$ cat src/rtl/gpp16_pkg.sv
// gpp16_pkg -- shared definitions for the GPP16 memory responder slice.
//   DATA_W           : width of a memory word (16 bits)
//   DEF_ADDR_W       : default word-address width
//   DEF_DEPTH        : default number of implemented words
//   DEF_WAIT_CYCLES  : default number of inserted wait states
//   state_t          : responder FSM state (IDLE / WAIT / RESP)
package gpp16_pkg;

  localparam int DATA_W          = 16;
  localparam int DEF_ADDR_W      = 8;
  localparam int DEF_DEPTH       = 192;
  localparam int DEF_WAIT_CYCLES = 2;

  typedef enum logic [1:0] {
    IDLE = 2'd0,
    WAIT = 2'd1,
    RESP = 2'd2
  } state_t;

endpackage

$ cat src/rtl/gpp16_mem_responder_if.sv
// gpp16_mem_responder_if -- CPU-to-memory request/response bus.
//   req_valid/req_ready : request handshake; req_we/req_addr/req_wdata qualify it
//   rsp_valid/rsp_ready : response handshake; rsp_rdata/rsp_err qualify it
// Handshake rule (both channels): a transfer happens at a rising clock edge
// where valid and ready are both high. The payload must be stable while valid
// is high and ready is low; the receiver never depends on valid to raise ready.
// Modports: master = CPU side, slave = memory responder side.
interface gpp16_mem_responder_if
  import gpp16_pkg::*;
#(
  parameter int ADDR_W = DEF_ADDR_W
);

  logic              req_valid;
  logic              req_ready;
  logic              req_we;
  logic [ADDR_W-1:0] req_addr;
  logic [DATA_W-1:0] req_wdata;
  logic              rsp_valid;
  logic              rsp_ready;
  logic [DATA_W-1:0] rsp_rdata;
  logic              rsp_err;

  modport master (
    output req_valid, req_we, req_addr, req_wdata, rsp_ready,
    input  req_ready, rsp_valid, rsp_rdata, rsp_err
  );

  modport slave (
    input  req_valid, req_we, req_addr, req_wdata, rsp_ready,
    output req_ready, rsp_valid, rsp_rdata, rsp_err
  );

endinterface

$ cat src/rtl/gpp16_sp_ram.sv
// gpp16_sp_ram -- single-port DEPTH x 16 storage array.
//   clk   : clock
//   en    : access enable for this edge
//   we    : 1 = write wdata to addr, 0 = read addr into rdata
//   addr  : word address (caller guarantees addr < DEPTH when en=1)
//   wdata : write data
//   rdata : registered read data; holds its value until the next read
// Contents are never reset.
module gpp16_sp_ram
  import gpp16_pkg::*;
#(
  parameter int ADDR_W = DEF_ADDR_W,
  parameter int DEPTH  = DEF_DEPTH
) (
  input  logic              clk,
  input  logic              en,
  input  logic              we,
  input  logic [ADDR_W-1:0] addr,
  input  logic [DATA_W-1:0] wdata,
  output logic [DATA_W-1:0] rdata
);

  logic [DATA_W-1:0] mem [DEPTH];

  always_ff @(posedge clk) begin
    if (en) begin
      if (we) begin
        mem[addr] <= wdata;
      end else begin
        rdata <= mem[addr];
      end
    end
  end

endmodule

$ cat src/rtl/gpp16_mem_responder.sv
// gpp16_mem_responder -- wait-state memory responder for the GPP16 CPU.
//   clk       : clock, all registers update on the rising edge
//   rst       : synchronous active-high reset (memory contents untouched)
//   bus       : slave side of gpp16_mem_responder_if (request/response channels)
//   dbg_state : current FSM state, for observation only
// Parameters: ADDR_W (word address width), DEPTH (implemented words),
//             WAIT_CYCLES (inserted wait states, 0..15).
// A request is accepted in IDLE, waits WAIT_CYCLES edges in WAIT, and the
// memory access happens on the edge that enters RESP. RESP holds the
// registered result until the CPU takes it.
module gpp16_mem_responder
  import gpp16_pkg::*;
#(
  parameter int ADDR_W      = DEF_ADDR_W,
  parameter int DEPTH       = DEF_DEPTH,
  parameter int WAIT_CYCLES = DEF_WAIT_CYCLES
) (
  input  logic                  clk,
  input  logic                  rst,
  gpp16_mem_responder_if.slave  bus,
  output state_t                dbg_state
);

  localparam logic [3:0]      WAIT_INIT = 4'(WAIT_CYCLES);
  localparam logic [ADDR_W:0] DEPTH_L   = (ADDR_W + 1)'(DEPTH);

  state_t            state_q, state_d;
  logic [3:0]        cnt_q, cnt_d;
  logic              we_q;
  logic [ADDR_W-1:0] addr_q;
  logic [DATA_W-1:0] wdata_q;
  logic              err_q;
  logic              rd_sel_q;   // 1 = present RAM read data, 0 = present zero

  logic              accept;
  logic              fire;       // memory access edge (entry into RESP)
  logic              op_we;
  logic [ADDR_W-1:0] op_addr;
  logic [DATA_W-1:0] op_wdata;
  logic              in_range;
  logic              ram_en;
  logic              ram_we;
  logic [DATA_W-1:0] ram_rdata;

  // With zero wait states the access happens on the acceptance edge itself,
  // so in IDLE the operation is taken straight from the bus; otherwise it
  // comes from the latched copy.
  always_comb begin
    state_d       = state_q;
    cnt_d         = cnt_q;
    accept        = 1'b0;
    fire          = 1'b0;
    op_we         = we_q;
    op_addr       = addr_q;
    op_wdata      = wdata_q;
    bus.req_ready = 1'b0;
    bus.rsp_valid = 1'b0;
    case (state_q)
      IDLE: begin
        bus.req_ready = 1'b1;
        op_we         = bus.req_we;
        op_addr       = bus.req_addr;
        op_wdata      = bus.req_wdata;
        if (bus.req_valid) begin
          accept = 1'b1;
          if (WAIT_INIT == 4'd0) begin
            state_d = RESP;
            fire    = 1'b1;
          end else begin
            state_d = WAIT;
            cnt_d   = WAIT_INIT;
          end
        end
      end
      WAIT: begin
        cnt_d = cnt_q - 4'd1;
        if (cnt_q == 4'd1) begin
          state_d = RESP;
          fire    = 1'b1;
        end
      end
      RESP: begin
        bus.rsp_valid = 1'b1;
        if (bus.rsp_ready) begin
          state_d = IDLE;
        end
      end
      default: begin
        state_d = IDLE;
      end
    endcase
  end

  // No address wrap: anything at or above DEPTH is an error and never
  // reaches the array. Reset blocks the access even on the entry edge.
  assign in_range = ({1'b0, op_addr} < DEPTH_L);
  assign ram_en   = fire && in_range && !rst;
  assign ram_we   = ram_en && op_we;

  always_ff @(posedge clk) begin
    if (rst) begin
      state_q  <= IDLE;
      cnt_q    <= 4'd0;
      we_q     <= 1'b0;
      addr_q   <= '0;
      wdata_q  <= '0;
      err_q    <= 1'b0;
      rd_sel_q <= 1'b0;
    end else begin
      state_q <= state_d;
      cnt_q   <= cnt_d;
      if (accept) begin
        we_q    <= bus.req_we;
        addr_q  <= bus.req_addr;
        wdata_q <= bus.req_wdata;
      end
      if (fire) begin
        err_q    <= !in_range;
        rd_sel_q <= in_range && !op_we;
      end else if (state_q == RESP && bus.rsp_ready) begin
        err_q    <= 1'b0;
        rd_sel_q <= 1'b0;
      end
    end
  end

  gpp16_sp_ram #(
    .ADDR_W (ADDR_W),
    .DEPTH  (DEPTH)
  ) u_ram (
    .clk   (clk),
    .en    (ram_en),
    .we    (ram_we),
    .addr  (op_addr),
    .wdata (op_wdata),
    .rdata (ram_rdata)
  );

  // Both terms are registers, so the response payload is stable through RESP.
  assign bus.rsp_err   = err_q;
  assign bus.rsp_rdata = rd_sel_q ? ram_rdata : '0;
  assign dbg_state     = state_q;

endmodule

$ cat src/flat_wrapper.sv
// flat-port wrapper written by rule: the top's interface ports become plain ports
module gpp16_mem_responder_flat import gpp16_pkg::*;
#(
  parameter int ADDR_W      = DEF_ADDR_W,
  parameter int DEPTH       = DEF_DEPTH,
  parameter int WAIT_CYCLES = DEF_WAIT_CYCLES
)
  (clk, rst, dbg_state, bus_req_valid, bus_req_we, bus_req_addr, bus_req_wdata, bus_rsp_ready, bus_req_ready, bus_rsp_valid, bus_rsp_rdata, bus_rsp_err);
  gpp16_mem_responder_if #(.ADDR_W(ADDR_W)) bus_i ();
  input  logic clk;
  input  logic rst;
  output state_t dbg_state;
  input wire logic [$bits(bus_i.req_valid)-1:0] bus_req_valid;
  input wire logic [$bits(bus_i.req_we)-1:0] bus_req_we;
  input wire logic [$bits(bus_i.req_addr)-1:0] bus_req_addr;
  input wire logic [$bits(bus_i.req_wdata)-1:0] bus_req_wdata;
  input wire logic [$bits(bus_i.rsp_ready)-1:0] bus_rsp_ready;
  output wire logic [$bits(bus_i.req_ready)-1:0] bus_req_ready;
  output wire logic [$bits(bus_i.rsp_valid)-1:0] bus_rsp_valid;
  output wire logic [$bits(bus_i.rsp_rdata)-1:0] bus_rsp_rdata;
  output wire logic [$bits(bus_i.rsp_err)-1:0] bus_rsp_err;
  assign bus_i.req_valid = bus_req_valid;
  assign bus_i.req_we = bus_req_we;
  assign bus_i.req_addr = bus_req_addr;
  assign bus_i.req_wdata = bus_req_wdata;
  assign bus_i.rsp_ready = bus_rsp_ready;
  assign bus_req_ready = bus_i.req_ready;
  assign bus_rsp_valid = bus_i.rsp_valid;
  assign bus_rsp_rdata = bus_i.rsp_rdata;
  assign bus_rsp_err = bus_i.rsp_err;
  gpp16_mem_responder #(.ADDR_W(ADDR_W), .DEPTH(DEPTH), .WAIT_CYCLES(WAIT_CYCLES)) u_core (.clk(clk), .rst(rst), .bus(bus_i), .dbg_state(dbg_state));
endmodule
$ cat config.mk
export PLATFORM = sky130hd
export DESIGN_NAME = gpp16_mem_responder_flat
export DESIGN_NICKNAME = d
export VERILOG_FILES = /design/src/rtl/gpp16_pkg.sv /design/src/rtl/gpp16_mem_responder_if.sv /design/src/rtl/gpp16_sp_ram.sv /design/src/rtl/gpp16_mem_responder.sv /design/src/flat_wrapper.sv
export SDC_FILE = /design/constraint.sdc
export NUM_CORES = 2
export LEC_CHECK = 0
export BUFFER_PORTS_ARGS = -buffer_cell sky130_fd_sc_hd__buf_2
export CAP_MARGIN = 20
export CELL_PAD_IN_SITES_DETAIL_PLACEMENT = 0
export CELL_PAD_IN_SITES_GLOBAL_PLACEMENT = 1
export CORE_ASPECT_RATIO = 0.7
export CORE_MARGIN = 2
export CORE_UTILIZATION = 40
export DETAILED_ROUTE_END_ITERATION = 12
export MAX_ROUTING_LAYER = met4
export PLACE_DENSITY_LB_ADDON = 0.3
export SYNTH_ARGS = -nofsm -noshare
export SYNTH_HDL_FRONTEND = slang
export SYNTH_HIERARCHICAL = 1
export SYNTH_SLANG_ARGS = --single-unit
$ cat constraint.sdc
create_clock -name clk -period 6.52 [get_ports clk]
set_input_delay 0.326 -clock clk [delete_from_list [all_inputs] [get_ports clk]]
set_output_delay 0.326 -clock clk [all_outputs]
set_load 0.02 [all_outputs]
## After elaboration in Yosys (flattened, before gate mapping)

Memories as Yosys holds them, arrays and structs flattened. A register that Yosys moved wholly into a read port is not among the register bits.
Cells that the tools add are included.

| storage, ports and cells | value |
|---|---|
| bits in registers | 33 |
| RAM bits | 3,072 |
| input port bits | 29 |
| output and inout port bits | 21 |
| memories kept | 1 |

Memories:

| name | words | width | read ports | clocked after Yosys merged registers in | write ports | RTL line | text |
|---|---|---|---|---|---|---|---|
| u_core.u_ram.mem | 192 | 16 | 1 | 1 | 1 | gpp16_sp_ram.sv:23 | `logic [DATA_W-1:0] mem [DEPTH];` |

| cells by class | value |
|---|---|
| add/sub/neg operators | 1 |
| order comparisons | 1 |
| equality and inequality tests | 6 |
| multiplexer cells | 22 |
| bitwise gates (word level) | 1 |
| reductions and logical operators | 14 |

Operators with widths:

| cell | count |
|---|---|
| two-way mux 16 bit | 2 |
| two-way mux 1 bit | 13 |
| < comparator 8 bit (second input constant) | 1 |
| two-way mux 8 bit | 1 |
| one-hot mux 4 bit (2 select lines) | 1 |
| two-way mux 2 bit | 3 |
| one-hot mux 2 bit (3 select lines) | 1 |
| logical AND 1 bit | 5 |
| == test 4 x 1 -> 1 bit (second input constant) | 1 |
| two-way mux 4 bit | 1 |
| != test 2 bit (second input constant) | 2 |
| AND reduction 2 bit | 2 |
| nonzero test 2 bit | 2 |
| subtractor 4 x 1 -> 4 bit (second input constant) | 1 |
| logical NOT 1 bit | 3 |
| AND reduction 3 bit | 1 |
| == test 2 x 1 -> 1 bit (second input constant) | 1 |
| == test 2 bit (second input constant) | 1 |
| logical NOT 2 bit | 1 |
| != test 2 x 1 -> 1 bit (second input constant) | 1 |
| NOT 1 bit | 1 |

## Logic depth before layout (Yosys ltp)

| logic depth | value |
|---|---|
| depth in word-level cells | 9 |
| mapped depth | 16 |
| depth with buffers taken out | 9 |

## Modules after synthesis

Netlist, hierarchy kept.

Modules (own cells, without submodules):

| module | times used | cells an instance | area each (µm²) | sequential area each (µm²) |
|---|---|---|---|---|
| gpp16_sp_ram | 1 | 5,096 | 118,339.7 | 92,728.9 |
| gpp16_mem_responder | 1 | 205 | 1,705.4 | 660.6 |

## Worst setup path after synthesis

No wires, ideal clock.

| timing | value |
|---|---|
| path kind | register -> register |
| from | register u_core.state_q[0] (netlist: u_core/dbg_state[0]) |
| to | memory u_core.u_ram.mem[156][0], enable pin |
| arrival time | 4.081 ns |
| slack | 2.050 ns |
| cell stages (with the launch flop) | 16 |
| period minus slack after synthesis | 4.470 ns |
| path through | dfxtp_1 -> buf_2 -> nor2_2 -> buf_2 -> mux2_2 -> buf_6 -> buf_6 -> buf_6 -> buf_6 -> buf_6 -> buf_2 -> buf_2 -> nor3_1 -> nand3_1 -> clkbuf_1 -> nor2_1 |

| between the ends | value |
|---|---|
| longest elaborated chain between the ends | 9 |

RTL lines:

| what | RTL line | text |
|---|---|---|
| start, declared | gpp16_mem_responder.sv:27 | `state_t state_q, state_d;` |
| start signal, assigned | gpp16_mem_responder.sv:110 | `state_q <= state_d;` |
| logical NOT 2 bit (*) | gpp16_mem_responder.sv:58 | `case (state_q)` |
| two-way mux 8 bit (*) | gpp16_mem_responder.sv:58 |  |
| named net u_core.op_addr[0] | gpp16_mem_responder.sv:38 | `logic [ADDR_W-1:0] op_addr;` |
| < comparator 8 bit | gpp16_mem_responder.sv:96 | `assign in_range = ({1'b0, op_addr} < DEPTH_L);` |
| logical AND 1 bit (2 in a row) | gpp16_mem_responder.sv:97 | `assign ram_en = fire && in_range && !rst;` |
| logical AND 1 bit | gpp16_mem_responder.sv:98 | `assign ram_we = ram_en && op_we;` |
| two-way mux 1 bit | gpp16_sp_ram.sv:27 | `if (we) begin` |
| two-way mux 1 bit | gpp16_sp_ram.sv:26 | `if (en) begin` |
| two-way mux 1 bit (not written as such) | gpp16_sp_ram.sv:28 | `mem[addr] <= wdata;` |
| end, declared | gpp16_sp_ram.sv:23 |  |

The timed path passes the listed nets; every way through them passes the cells marked *.

## Worst setup path after layout

| timing | value |
|---|---|
| from | register u_core.state_q[1] (netlist: u_core/dbg_state[1]) |
| to | register u_core.u_ram.rdata[9] (read register of u_core.u_ram.mem) (data pin) |

| between the ends | value |
|---|---|
| longest elaborated chain between the ends | 8 |

RTL lines:

| what | RTL line | text |
|---|---|---|
| logical NOT 2 bit (*) | gpp16_mem_responder.sv:58 |  |
| two-way mux 8 bit (*) | gpp16_mem_responder.sv:58 |  |
| named net u_core.op_addr[3] | gpp16_mem_responder.sv:38 |  |
| < comparator 8 bit | gpp16_mem_responder.sv:96 |  |
| logical AND 1 bit (2 in a row) | gpp16_mem_responder.sv:97 |  |
| logical AND 1 bit | gpp16_mem_responder.sv:98 |  |
| NOT 1 bit (no source line) | -- |  |
| AND reduction 2 bit (no source line) | -- |  |
| end, declared | gpp16_sp_ram.sv:20 | `output logic [DATA_W-1:0] rdata` |

Marked as above.
A chain may end at the register's enable or synchronous reset.

==> results.cfg <==
[die]
dieArea_um2 = 305000
die_x_um = 659
initial_core_util_pct = 40.2
coreArea_um2 = 299000
row_count = 168
boundaryPins = 50
die-height_um = 462

[run_status]
status = complete, no violations

[cells_and_area]
layout_common_cells = 3088 x edfxtp_1, 837 x mux4_2, 316 x buf_4, 304 x clkbuf_16, 167 x nor2_1
final_common_cell = edfxtp_1
areaGrowthSynthToFinish_pct = 14.0
layout-drive-gt1-share_pct = 29.9
nNetsFinal = 5772
fillers = 24700

[timing]
finalMaxSlewViolations = 0
rsz0062_at_grt = no
finalHoldViolCount = 0
timing.setup.tns_ns = 0
post-route-min-period_ns = 5.25
fin_skew_ns = 0.0365
holdWs_ns = 0.322
min_period_over_period_pct = 80.5
worstMarginPinSlew_ns = 1.27
maxSlewHeadroom_pct = 15.5
timing.fmax_ghz = 0.191
setup_viol = 0

[logic_synthesis]
synth_seq_area_share_pct = 77.8
synth.ff_latch_count = 3121
async_flop_share_pct = 0
synthDistinctLibCells = 63
synth-edff-count = 3088
netlist_instances = 5301
ys.flop_type = edfxtp_1
synth_nets = 5332
yosys_warnings = 6
netlist_area_um2 = 120000
synth.avg_cell_area_um2 = 22.6

[clock_network]
numCtsBuffers = 299
clockRootBuffer = clkbuf_16
clk_latency_ns = 0.87
clkTransAtPathRegs_ns = 0.06
cts.htree.levels = 5
cts.path.max_buffers = 4
cts_tree = done
clock_sinks = 3121
post_cts_buffers = 0

[flow_run]
drv_cap = 0

[global_routing]
first_global_vias = 57500
grt_pass1_wl_mm = 464
grt_remaining_overflow = 0
grt_usage_pct = 22.3
grt_max_degree = 138
antenna_found_initial = 33

[power_and_ir_drop]
p_leak_nw = 42.1
ir_drop_uv = 257
pwr_density_cell_nw_per_um2 = 314

[placed_design]
gp_congestion = 0.863
hpwl_mm = 199
portBuffers = 49

[setup_path]
slowest_stage = mux2_8
cp_cell_sequence = nor2_4 -> buf_4 -> mux2_8 -> buf_4 -> mux4_2 -> o22ai_1 -> nor2_1 -> o21ai_1 -> nand3_1 -> o31a_1
worstPathMaxFanout = 60
crit_buf_inv = 2
path_class = flop to flop
worst_setup_path_end_kind = flop
path_delay_family = compound AO/OA/AOI/OAI gates
cp.required_ns = 7.15
crit_path_start_kind = flop
cpPeakStageDelay_ns = 0.66
worstPathArrival_ns = 5.87
critPathMostFrequentCell = buf_4

[routing]
vias = 59500
avgRoutedWirePerCell_um = 33.5
drtIter0Drc = 8791
ant_nets = 0
post_drt_via_cell_ratio = 5.96
totalWireLength_mm = 334
dr.pass1.iters = 5
route.detailed.drc = 0

[hold_path]
hp-class = input port to flop
-- path summary, 6_finish.rpt --
kind	from	to	slack, ns	depth (start not counted)
worst max-delay path	u_core/dbg_state[1]	u_core/u_ram/rdata[9]	1.27	10
worst min-delay path	bus_req_wdata[13]	u_core/wdata_q[13]	0.32	4
worst max register to register	u_core/dbg_state[1]	u_core/u_ram/rdata[9]	1.27	10
worst min register to register	u_core/addr_q[5]	u_core/addr_q[5]	0.47	2
-- what timing repair did --
| item | CTS | global route |
|---|---|---|
| hold buffers | 58 | 0 |
| endpoints found under the hold margin | 33 | 0 |
| resized for setup | 0 | 0 |
-- area by class of cell --
cell class              instances  area [µm²]  share of cell area (%)
flip-flops and latches       3121       93400                    68.3
multi-input cells            1857       25600                    18.7
clock buffers                 370        7860                    5.74
well taps                    3995        5000                    3.65
repair buffers                452        3760                    2.75
clock inverters               157        1200                   0.879
inverters                      10        40.0                  0.0293
diodes                          9        22.5                  0.0165
-- metrics by stage --
step / power, mW / instance area, µm² / worst slack, ns / instances / utilization (%)
6_report: 42.9 / 137000 / 1.27 / 9971 / 45.8
5_1_grt: 44.2 / 137000 / 1.15 / 9967 / 45.8
4_1_cts: 43.2 / 137000 / 1.42 / 9959 / 45.8
3_5_place_dp: 26.8 / 127000 / 1.42 / 9374 / 42.5
3_3_place_gp: 26.7 / 127000 / 1.40 / 9365 / 42.5
2_1_floorplan: 25.2 / 120000 / 2.05 / 5301 / -
-- registers in the layout, summed over array words and instances, names as in the netlist --
signal and cells:
u_core/we_q 1, u_core/wdata_q 16, u_core/bus.rsp_err 1, u_core/u_ram/rdata 16, u_core/dbg_state 2, u_core/addr_q 8
u_core/rd_sel_q 1, u_core/cnt_q 4, u_core/u_ram/mem 3072
-- report_power, final --
part / internal, mW / switching, mW / leakage (nW)
clock network: 9.14 / 7.43 / 4.41
registers: 22.4 / 0.0138 / 28.2
logic: 1.37 / 2.61 / 9.49
-- synthesized netlist by cell type, types with 13 or more instances --
cell type | count | area (µm²)
a211oi_1 | 14 | 105
a21oi_1 | 48 | 240
a221oi_1 | 20 | 175
a22oi_1 | 23 | 173
a31oi_1 | 17 | 106
and2_1 | 19 | 119
buf_1 | 22 | 82.6
buf_2 | 70 | 350
buf_4 | 37 | 278
buf_6 | 31 | 349
clkbuf_1 | 153 | 574
dfxtp_1 | 33 | 661
edfxtp_1 | 3088 | 92700
mux2_2 | 51 | 574
mux2i_1 | 93 | 931
mux4_2 | 837 | 18900
nand2_1 | 149 | 559
nand3_1 | 33 | 165
nor2_1 | 265 | 995
nor2b_1 | 29 | 181
nor3_1 | 13 | 65.1
o21ai_0 | 52 | 260
o21ai_1 | 13 | 65.1
o221ai_1 | 19 | 166
o22ai_1 | 51 | 319
-- worst register-to-register path: stages, from the launching register on --
cell and delay (ns):
dfxtp_1 0.44, nor2_4 0.38, buf_4 0.49, mux2_8 0.67
buf_4 0.72, mux4_2 0.40, o22ai_1 0.55, nor2_1 0.13
o21ai_1 0.63, nand3_1 0.30, o31a_1 0.30
-- kinds of logic after synthesis --
group,share of synthesized area (%)
DFF,77.8
muxes,17.0
and+or+nand+nor,1.99
buffers and inverters,1.39
AOI/OAI and AO/OA,1.79
adders and majority gates,0.0208
-- layer usage --
| layer | up-vias | share of wire [%] | track usage [%] |
|---|---|---|---|
| met4 | 0 | 2.2 | 4.93 |
| met1 | 32500 | 44 | 34.3 |
| met3 | 409 | 11 | 5.02 |
| met5 | - | 0 | - |
| met2 | 3218 | 43 | 30.3 |
| li1 | 23300 | - | - |
No activity file was read; power rests on OpenSTA's default activity.
